## config.mk

```make
export PLATFORM = sky130hd
export DESIGN_NAME = regfile_write_arbiter
export DESIGN_NICKNAME = d
export VERILOG_FILES = /design/src/rtl/regfile_pkg.sv /design/src/rtl/regfile_scoreboard.sv /design/src/rtl/regfile_write_arbiter.sv
export SDC_FILE = /design/constraint.sdc
export NUM_CORES = 1
export LEC_CHECK = 0
export CAP_MARGIN = 20
export CELL_PAD_IN_SITES_DETAIL_PLACEMENT = 1
export CELL_PAD_IN_SITES_GLOBAL_PLACEMENT = 2
export CORE_MARGIN = 10
export CORE_UTILIZATION = 22
export DETAILED_ROUTE_END_ITERATION = 10
export PLACE_DENSITY = 0.81
export SETUP_SLACK_MARGIN = 0.3
export SLEW_MARGIN = 20
export SYNTH_ARGS = -nofsm -noshare
export SYNTH_HDL_FRONTEND = slang
export SYNTH_SLANG_ARGS = --single-unit
```

## constraint.sdc

```tcl
create_clock -name clock -period 2.56 [get_ports clock]
set_clock_uncertainty 0.15 [all_clocks]
set_input_delay 0.512 -clock clock [delete_from_list [all_inputs] [get_ports clock]]
set_output_delay 0.512 -clock clock [all_outputs]
set_load 0.01 [all_outputs]
```

## src/rtl/regfile_pkg.sv

```systemverilog
// regfile_pkg: shared widths and requester indices for the register-file write arbiter.
`default_nettype none

package regfile_pkg;
   localparam int XLEN       = 64;
   localparam int REG_ADDR_W = 5;
   localparam int NUM_REGS   = 32;

   typedef enum logic {
      REQ_WB = 1'b0,
      REQ_MC = 1'b1
   } req_idx_e;
endpackage

`default_nettype wire

```

## src/rtl/regfile_scoreboard.sv

```systemverilog
// regfile_scoreboard: pending-write busy bits with issue set, completion clear and source lookups.
`default_nettype none

module regfile_scoreboard
   import regfile_pkg::*;
#(
   parameter int NUM_REGS = regfile_pkg::NUM_REGS
) (
   input  logic                  clock,
   input  logic                  reset_n,
   input  logic                  issue_valid,
   input  logic [REG_ADDR_W-1:0] issue_rd,
   output logic                  issue_ready,
   input  logic                  clear_en,
   input  logic [REG_ADDR_W-1:0] clear_addr,
   output logic                  clear_busy,
   input  logic [REG_ADDR_W-1:0] rs1_address,
   input  logic [REG_ADDR_W-1:0] rs2_address,
   input  logic                  pending_write,
   input  logic [REG_ADDR_W-1:0] pending_rd,
   output logic                  rs1_busy,
   output logic                  rs2_busy
);

   logic [NUM_REGS-1:0] busy;
   logic [NUM_REGS-1:0] busy_next;
   logic                set_en;

   assign issue_ready = !busy[issue_rd] || (issue_rd == '0);
   assign set_en      = issue_valid && issue_ready && (issue_rd != '0);
   assign clear_busy  = busy[clear_addr];

   // A source still counts as busy while its completing write sits in the output register.
   assign rs1_busy = (rs1_address != '0) &&
                     (busy[rs1_address] || (pending_write && pending_rd == rs1_address));
   assign rs2_busy = (rs2_address != '0) &&
                     (busy[rs2_address] || (pending_write && pending_rd == rs2_address));

   always_comb begin
      busy_next = busy;
      if (clear_en) busy_next[clear_addr] = 1'b0;
      // Set is applied after clear so a same-edge issue to the same register wins.
      if (set_en)   busy_next[issue_rd]   = 1'b1;
      busy_next[0] = 1'b0;
   end

   always_ff @(posedge clock or negedge reset_n) begin
      if (!reset_n) busy <= '0;
      else          busy <= busy_next;
   end

endmodule

`default_nettype wire

```

## src/rtl/regfile_write_arbiter.sv

```systemverilog
// regfile_write_arbiter: round-robin arbitration of writeback and multi-cycle completions onto one
// register-file write port, with a WAW/RAW busy scoreboard.
`default_nettype none

module regfile_write_arbiter
   import regfile_pkg::*;
#(
   parameter int XLEN     = regfile_pkg::XLEN,
   parameter int NUM_REGS = regfile_pkg::NUM_REGS
) (
   input  logic                  clock,
   input  logic                  reset_n,
   input  logic                  wb_valid,
   input  logic [REG_ADDR_W-1:0] wb_rd,
   input  logic [XLEN-1:0]       wb_data,
   output logic                  wb_ready,
   input  logic                  mc_valid,
   input  logic [REG_ADDR_W-1:0] mc_rd,
   input  logic [XLEN-1:0]       mc_data,
   output logic                  mc_ready,
   input  logic                  issue_valid,
   input  logic [REG_ADDR_W-1:0] issue_rd,
   output logic                  issue_ready,
   input  logic [REG_ADDR_W-1:0] rs1_address,
   input  logic [REG_ADDR_W-1:0] rs2_address,
   output logic                  rs1_busy,
   output logic                  rs2_busy,
   output logic                  reg_write,
   output logic [REG_ADDR_W-1:0] rd_address,
   output logic [XLEN-1:0]       write_data,
   output logic                  sb_error
);

   req_idx_e last_grant;
   logic     wb_xfer;
   logic     mc_xfer;
   logic     mc_busy;

   // Grant depends only on valids and the pointer, never on data.
   assign wb_ready = wb_valid && (!mc_valid || last_grant == REQ_MC);
   assign mc_ready = mc_valid && (!wb_valid || last_grant == REQ_WB);
   assign wb_xfer  = wb_valid && wb_ready;
   assign mc_xfer  = mc_valid && mc_ready;

   regfile_scoreboard #(
      .NUM_REGS (NUM_REGS)
   ) u_scoreboard (
      .clock         (clock),
      .reset_n       (reset_n),
      .issue_valid   (issue_valid),
      .issue_rd      (issue_rd),
      .issue_ready   (issue_ready),
      .clear_en      (mc_xfer),
      .clear_addr    (mc_rd),
      .clear_busy    (mc_busy),
      .rs1_address   (rs1_address),
      .rs2_address   (rs2_address),
      .pending_write (reg_write),
      .pending_rd    (rd_address),
      .rs1_busy      (rs1_busy),
      .rs2_busy      (rs2_busy)
   );

   always_ff @(posedge clock or negedge reset_n) begin
      if (!reset_n) begin
         reg_write  <= 1'b0;
         rd_address <= '0;
         write_data <= '0;
         last_grant <= REQ_MC;
         sb_error   <= 1'b0;
      end else begin
         reg_write <= 1'b0;
         if (wb_xfer) begin
            last_grant <= REQ_WB;
            if (wb_rd != '0) begin
               reg_write  <= 1'b1;
               rd_address <= wb_rd;
               write_data <= wb_data;
            end
         end else if (mc_xfer) begin
            last_grant <= REQ_MC;
            if (mc_rd != '0) begin
               reg_write  <= 1'b1;
               rd_address <= mc_rd;
               write_data <= mc_data;
            end
         end
         // Completion for a register never issued: flag it but still perform the write.
         if (mc_xfer && mc_rd != '0 && !mc_busy) sb_error <= 1'b1;
      end
   end

endmodule

`default_nettype wire

```

### After elaboration in Yosys (flattened, before gate mapping)

Cells that the tools add are included.

| operators by class | value |
|---|---|
| reductions and logical operators | 32 |
| bitwise gates (word level) | 4 |
| mux-type cells | 28 |
| equality and inequality tests | 3 |
| $lt $le $gt $ge | 6 |

Operators by type and width:

| cell | number |
|---|---|
| 64-bit two-way mux | 4 |
| 32-bit two-way mux | 2 |
| 32-bit AND | 1 |
| 32-bit inverter | 1 |
| 32-bit bitwise OR | 1 |
| 5-bit nonzero test | 5 |
| 5-bit by 6-bit < comparator with 1-bit output (second input constant) | 4 |
| 1-bit binary-select mux with 5-bit select | 4 |
| 5-bit two-way mux | 4 |
| 1-bit logical AND | 14 |
| 1-bit two-way mux | 12 |
| 1-bit demux with 5-bit select | 2 |
| 5-bit == test | 2 |
| 5-bit by 1-bit >= comparator with 1-bit output (second input constant) | 2 |
| 5-bit zero test | 1 |
| 1-bit logical OR | 5 |
| 1-bit zero test | 4 |
| 2-bit nonzero test | 2 |
| 3-bit AND reduction | 1 |
| 2-bit by 1-bit != test with 1-bit output (second input constant) | 1 |
| 1-bit inverter | 1 |

| storage, ports and cells | value |
|---|---|
| flip-flop bits (word level) | 103 |
| word-level logic and storage cells | 79 |
| input bits | 158 |

### Depth between registers and ports, before layout

Gate-level depths: netlist (run 1).

| logic depth | value |
|---|---|
| depth after elaboration | 9 |
| mapped depth | 8 |

### Modules after synthesis

From an unflattened synthesis (run 1), not the netlist that was laid out.

| second synthesis, totals | value |
|---|---|
| cells, all modules | 482 |
| area, all modules | 6398.6 sq um |

Modules (own cells, without submodules):

| module | area each (sq um) | cells an instance | times used | sequential area each (sq um) |
|---|---|---|---|---|
| regfile_write_arbiter | 3863.7 | 236 | 1 | 1803.0 |
| regfile_scoreboard | 2534.9 | 246 | 1 | 775.7 |

### Worst setup path after synthesis (run 1)

No wires, ideal clock.

| timing path | value |
|---|---|
| kind | in2out |
| start point | in rs1_address[0] |
| end point | out rs1_busy |
| setup slack | -0.093 ns |
| required time | 1.898 ns |
| stages | 5 |
| arrival | 1.991 ns |
| buffers on the path | 1 |
| cells stage by stage | buf_2 -> mux4_2 -> mux2_2 -> a2111oi_0 -> a211oi_1 |

| between the ends | value |
|---|---|
| cells in the longest elaborated chain, start to end | 4 |
| elaborated cells between the ends (all ways) | 7 |
| those cells by class | 1 x eq/ne; 2 x mux; 4 x reduce/logical |

Ends and longest elaborated chain:

| what | RTL line | RTL |
|---|---|---|
| from (decl) | regfile_write_arbiter.sv:24 | `input logic [REG_ADDR_W-1:0] rs1_address,` |
| 1-bit binary-select mux with 5-bit select / 5-bit == test (equally long branches) | regfile_scoreboard.sv:35 | `(busy[rs1_address] \|\| (pending_write && pending_rd == rs1_address));` |
| 1-bit two-way mux (implied by the code) / 1-bit logical AND (equally long branches) | regfile_scoreboard.sv:35 |  |
| 1-bit logical OR | regfile_scoreboard.sv:35 |  |
| 1-bit logical AND (*) | regfile_scoreboard.sv:34 | `assign rs1_busy = (rs1_address != '0) &&` |
| to (decl) | regfile_write_arbiter.sv:26 | `output logic rs1_busy,` |

Mark *: on every way between the ends. The rest lies on a longest branch, timed or not. The select of a mux whose other input is x is not followed.

### Final worst setup path (run 1)

| timing path | value |
|---|---|
| start point | reg u_scoreboard.busy[26] |
| end point | out rs2_busy |

| between the ends | value |
|---|---|
| cells in the longest elaborated chain, start to end | 4 |

Ends and longest elaborated chain:

| what | RTL line | RTL |
|---|---|---|
| from (decl) | regfile_scoreboard.sv:25 | `logic [NUM_REGS-1:0] busy;` |
| from (signal assigned) | regfile_scoreboard.sv:49 | `else busy <= busy_next;` |
| 1-bit binary-select mux with 5-bit select | regfile_scoreboard.sv:37 | `(busy[rs2_address] \|\| (pending_write && pending_rd == rs2_address));` |
| 1-bit two-way mux (implied by the code) | regfile_scoreboard.sv:37 |  |
| 1-bit logical OR | regfile_scoreboard.sv:37 |  |
| 1-bit logical AND | regfile_scoreboard.sv:36 | `assign rs2_busy = (rs2_address != '0) &&` |
| to (decl) | regfile_write_arbiter.sv:27 | `output logic rs2_busy,` |

No other way between the ends. The select of a mux whose other input is x is not followed.

==> impl_metrics.py, run 1 <==
metrics = {
    "power_and_ir_drop": {
        "leakagePower_nw": 3.80,
        "power_frac_comb": 0.372,
        "powerDensity_nw_per_um2": 650,
        "p_switching_mw": 2.05,
        "seqPwrFrac": 0.393,
        "internal_power_mw": 4.07,
        "power_frac_clock": 0.235,
        "max-vdd-ir-drop_mv": 0.239,
        "p_sw_frac": 0.335,
    },
    "floorplan": {
        "row_count": 58,
        "die_x_um": 181,
        "die-area_um2": 32900,
        "coreArea_um2": 25400,
        "io_pins": 234,
        "initial_utilization": 0.225,
        "die_h_um": 181,
    },
    "flow_run": {
        "maxCapViolCount": 0,
    },
    "route": {
        "routedWlPerCell_um": 20.7,
        "first_iter_violations": 359,
        "via_per_inst": 4.82,
        "drc_errors": 0,
        "drt-total-wl_um": 25600,
        "postRouteAntennaNets": 0,
        "vias": 5960,
        "drt_pass1_iterations": 4,
    },
    "grt": {
        "grt_pass1_vias": 6233,
        "grt_max_degree": 62,
        "gr-usage-all-layers": 0.151,
        "gr-total-overflow": 0,
        "grt_pass1_wl_um": 39000,
        "antenna_found_initial": 3,
    },
    "cts": {
        "cts_tree": "built",
        "cts_max_level": 3,
        "cts_buffer_depth": 2,
        "clk_transition_reported_paths_ns": 0.07,
        "clock-root-buffer": "clkbuf_16",
        "clock-sinks": 103,
        "clk_latency_ns": 0.36,
        "numCtsBuffers": 9,
    },
    "timing": {
        "hold_ws_ns": 0.362,
        "fin_ws_ns": -0.341,
        "min_period_ns": 2.90,
        "max-slew-margin-rel": 0.680,
        "finalCritPeriodShare": 1.13,
        "fmax_mhz": 345,
        "tightest_slew_ns": 0.480,
        "setup_tns_ns": -0.954,
        "setup_viol": 3,
        "slew_viol_final": 0,
        "rsz0062_at_grt": "true",
        "hold_violations": 0,
    },
    "place": {
        "placed_cells": 1205,
        "hpwl_um": 19400,
        "place_ws_ns": -1.09,
        "place.gp.congestion": 0.865,
        "portBuffers": 233,
    },
    "final_layout": {
        "syn_to_final_growth_pct": 64.5,
        "final_cells": 1237,
        "nFillCells": 2914,
        "drive_above_1_share": 0.180,
        "final_nets": 1058,
        "mostFrequentLayoutCell": "clkdlybuf4s50_1",
        "mostFrequentLayoutCells": "219 x clkdlybuf4s50_1, 153 x nand2_1, 92 x dfrtp_1, 75 x nor2_1, 72 x a31oi_1",
    },
    "setup_path": {
        "r2r-start": "last_grant$_DFFE_PN1P_",
        "cp-end-kind": "output pin",
        "critPathKind": "reg2out",
        "critPathLaunch": "u_scoreboard.busy[26]$_DFF_PN0_",
        "critPathLaunchType": "flop",
        "arrival_ns": 2.24,
        "cp_max_fo": 5,
        "required_ns": 1.90,
    },
    "synth": {
        "synth_area_um2": 5730,
        "avgSynthCellArea_um2": 9.24,
        "seq_area_frac_synth": 0.450,
        "yosysWarnings": 0,
        "synthDistinctLibCells": 45,
        "synth_cells": 620,
        "synthesis.nets": 778,
        "synth-seq-cells": 103,
    },
    "outcome": {
        "violations": "negative setup slack",
        "outcome": "complete, but fails checks",
    },
    "hold_path": {
        "holdCritStartpoint": "sb_error$_DFFE_PN0P_",
        "min-delay-path-class": "reg2reg",
    },
}
what timing repair did:
action,CTS,global route
pin swaps,7,6
resized for setup,45,9
buffers inserted,10,0
setup endpoints to repair,15,39
hold endpoints to repair,29,0
cloned,3,0
hold buffers,1,0
cells in the mapped netlist, drive strengths merged:
cell,instances,area (um2)
nand2,153,574
dfrtp,102,2550
nor2,76,285
a31oi,72,450
o21ai,64,320
mux4,31,724
buf,23,121
clkbuf,22,82.6
inv,8,30.0
xor2,8,70.1
mux2,6,67.6
nand3,6,30.0
a21oi,4,20.0
nor4,4,25.0
a2111oi,3,26.3
nand3b,3,22.5
or3,3,23.8
or4b,3,30.0
a211oi,2,15.0
a221oi,2,17.5
and3,2,12.5
mux2i,2,20.0
nor3b,2,15.0
o31ai,2,28.8
or3b,2,17.5
or4,2,15.0
xnor2,2,17.5
a21boi,1,11.3
a221o,1,10.0
a22o,1,8.76
a22oi,1,7.51
a311oi,1,8.76
and3b,1,8.76
dfstp,1,26.3
nand2b,1,6.26
nand4,1,6.26
nand4bb,1,11.3
nor2b,1,6.26
kinds of logic (layout without fill, tap and decap cells):
group	count (synthesis)	after routing	share of synthesized area
buffers and inverters	53	337	0.0409
AOI/OAI and AO/OA	154	154	0.161
xor gates and xnor gates	10	10	0.0153
DFF	103	103	0.450
and+or+nand+nor	261	261	0.190
muxes	39	39	0.142
other	0	3	0
power groups by stage:
stage | clock [mW] | combinational (mW) | sequential [mW]
5_1_grt | 1.57 | 2.48 | 2.44
4_1_cts | 1.50 | 2.31 | 2.38
3_5_place_dp | 0 | 2.25 | 2.41
6_report | 1.44 | 2.28 | 2.41
3_3_place_gp | 0 | 2.21 | 2.40
2_1_floorplan | 0 | 0.947 | 2.33
per-stage QoR:
stage,power [mW],instance area (um2),util
final,6.12,9420,0.371
after global routing,6.48,9420,0.371
after CTS,6.19,9410,0.370
after detailed placement,4.67,8950,0.352
after global placement,4.62,8950,0.352
after floorplan,3.28,5820,-
final cells by class:
class | count | area, um2 | area share
multi-input combinational | 464 | 3030 | 0.321
sequential | 103 | 2590 | 0.275
tap | 330 | 413 | 0.0438
clock buffer | 9 | 225 | 0.0239
antenna | 3 | 7.51 | 0.000797
timing repair buffer | 314 | 3060 | 0.324
inverter | 8 | 30.0 | 0.00319
clock inverter | 6 | 70.1 | 0.00744
critical path, stage by stage, from the launching register on:
cell and delay (ns):
dfrtp_1 0.49, mux4_2 0.49, mux4_2 0.48, nor3b_2 0.22, a211oi_2 0.05, buf_2 0.16
sequential cells by signal, indices dropped and copies added (netlist names):
signal and cells:
rd_address 5, u_scoreboard.busy 31, write_data 64, sb_error 1
reg_write 1, last_grant 1
routing by layer:
metal / track usage / up-vias / wire (um)
met4: 0.0475 / 2 / 552
li1: - / 2781 / -
met2: 0.250 / 206 / 12600
met5: 0 / - / 13
met1: 0.189 / 2935 / 10800
met3: 0.0374 / 36 / 1680
worst paths after layout:
path                                                    to  slack, ns  cells after the start
max in group asynchronous       write_data[45]$_DFFE_PN0P_       1.02                      3
worst min-delay path                  sb_error$_DFFE_PN0P_       0.36                      1
min in group asynchronous        write_data[2]$_DFFE_PN0P_       0.50                      2
worst min register to register        sb_error$_DFFE_PN0P_       0.36                      1
worst max register to register   write_data[3]$_DFFE_PN0P_       0.50                      7
worst max-delay path                              rs2_busy      -0.34                      5
(Power assumes the default switching activity.)
==> run 2: changes to the inputs <==
- CTS_CLUSTER_SIZE: default -> 24
- GPL_TIMING_DRIVEN: default -> 0
==> run 2 against run 1 <==
Compared with the run above:
- the run still ends with negative setup slack left
- first-iteration DRC count decreased by 3.3%
- die area unchanged
- critical path depth unchanged
- sequential power decreased by 4%
- clock-buffer cell count unchanged
- combinational power decreased by 6%
- worst setup slack improved by 0.046 ns
- register-to-register slack about the same
- sequential share of layout area increased by 1.2 points
- maximum frequency increased by 1.6%
- non-clock buffer count decreased by 33
- routed wire length increased by 0.91%
- critical endpoint unchanged
==> impl_metrics.py, run 2 (synthesized netlist as in run 1, its figures left out) <==
metrics = {
    "timing": {
        "rsz0062_at_grt": "true",
        "min_period_ns": 2.86,
        "setup_viol": 3,
        "fin_ws_ns": -0.296,
        "slew_viol_final": 0,
        "setup_tns_ns": -0.784,
        "max-slew-margin-rel": 0.615,
        "finalCritPeriodShare": 1.12,
        "fmax_mhz": 350,
        "hold_violations": 0,
        "tightest_slew_ns": 0.577,
    },
    "route": {
        "drc_errors": 0,
        "drt_pass1_iterations": 5,
        "first_iter_violations": 347,
        "vias": 5872,
        "via_per_inst": 4.88,
        "routedWlPerCell_um": 21.5,
        "drt-total-wl_um": 25900,
        "postRouteAntennaNets": 0,
    },
    "cts": {
        "numCtsBuffers": 9,
        "cts_max_level": 3,
        "cts_tree": "built",
        "clk_latency_ns": 0.35,
        "cts_buffer_depth": 2,
        "clock-sinks": 103,
        "clock-root-buffer": "clkbuf_16",
        "clk_transition_reported_paths_ns": 0.08,
    },
    "final_layout": {
        "drive_above_1_share": 0.146,
        "final_nets": 1025,
        "post-route-util": 0.354,
        "mostFrequentLayoutCell": "clkdlybuf4s50_1",
        "syn_to_final_growth_pct": 56.9,
        "mostFrequentLayoutCells": "206 x clkdlybuf4s50_1, 152 x nand2_1, 100 x dfrtp_1, 71 x nor2_1, 71 x a31oi_1",
        "top_register": "write_data",
        "top_regs": "write_data (64), u_scoreboard.busy (31), rd_address (5)",
        "largest_register_ffs": 64,
        "final_cells": 1203,
    },
    "floorplan": {
        "io_pins": 234,
        "die_x_um": 181,
        "die-area_um2": 32900,
        "row_count": 58,
        "die_h_um": 181,
        "initial_utilization": 0.225,
        "coreArea_um2": 25400,
    },
    "setup_path": {
        "critPathKind": "reg2out",
        "cp-end-kind": "output pin",
        "required_ns": 1.90,
        "critPathLaunchType": "flop",
        "cp_max_fo": 5,
        "arrival_ns": 2.19,
    },
    "place": {
        "placed_cells": 1174,
        "portBuffers": 223,
        "place.gp.congestion": 0.872,
        "hpwl_um": 19800,
        "place_ws_ns": -1.30,
    },
    "grt": {
        "gr-usage-all-layers": 0.152,
        "antenna_found_initial": 1,
        "grt_max_degree": 71,
        "grt_pass1_wl_um": 39400,
        "grt_pass1_vias": 6212,
        "gr-total-overflow": 0,
    },
    "outcome": {
        "violations": "negative setup slack",
        "outcome": "complete, but fails checks",
    },
    "flow_run": {
        "maxCapViolCount": 0,
    },
    "power_and_ir_drop": {
        "leakagePower_nw": 3.58,
        "powerDensity_nw_per_um2": 655,
        "total_power_mw": 5.89,
        "max-vdd-ir-drop_mv": 0.342,
    },
    "hold_path": {
        "min-delay-path-class": "in2reg",
    },
}
run 2: through the flow:
step | hold WS [ns] | area [um2]
after floorplan | 0.0664 | 5820
after global placement | 0.325 | 8460
after detailed placement | 0.293 | 8490
after CTS | 0.341 | 8900
after global routing | 0.369 | 8980
final | 0.351 | 8990
run 2: area by class of cell:
type / count / area (um2)
fill: 2967 / 16400
multi-input combinational: 464 / 3040
sequential: 103 / 2580
timing repair buffer: 236 / 2320
tap: 330 / 413
buffer: 45 / 299
clock buffer: 9 / 225
clock inverter: 7 / 67.6
inverter: 8 / 32.5
antenna: 1 / 2.50
run 2: worst max-delay path, stage by stage (launching register included):
cell and delay (ns):
dfrtp_1 0.44, mux4_2 0.51, mux4_2 0.49, nor3b_2 0.19, a211oi_2 0.06, buf_2 0.16
run 2: power breakdown:
group | internal (mW) | leakage, nW | switching [mW]
clock | 0.687 | 0.145 | 0.735
sequential | 1.98 | 1.20 | 0.344
combinational | 1.18 | 2.23 | 0.961
run 2: per-layer routing:
layer	up-vias	routed length [um]	global-route usage
met5	-	0	0
met4	0	309	0.0329
met3	19	1850	0.0422
met2	213	12400	0.249
met1	2929	11300	0.196
li1	2711	-	-
run 2: what timing repair did:
item,in CTS,in global routing
setup buffers,9,2
setup endpoints to repair,103,54
pin swaps,5,1
resized for setup,60,26
hold endpoints to repair,32,0
hold buffers,1,0
run 2: path summary, 6_finish.rpt:
path / start / to / slack, ns / cells past startpoint
max reg2reg: u_scoreboard.busy[7]$_DFF_PN0_ / u_scoreboard.busy[4]$_DFF_PN0_ / 0.49 / 3
min in group asynchronous: reset_n / write_data[2]$_DFFE_PN0P_ / 0.47 / 2
min: mc_rd[3] / rd_address[3]$_DFFE_PN0P_ / 0.35 / 3
min reg2reg: sb_error$_DFFE_PN0P_ / sb_error$_DFFE_PN0P_ / 0.36 / 1
max in group asynchronous: reset_n / write_data[20]$_DFFE_PN0P_ / 1.09 / 3
max: u_scoreboard.busy[26]$_DFF_PN0_ / rs2_busy / -0.30 / 5
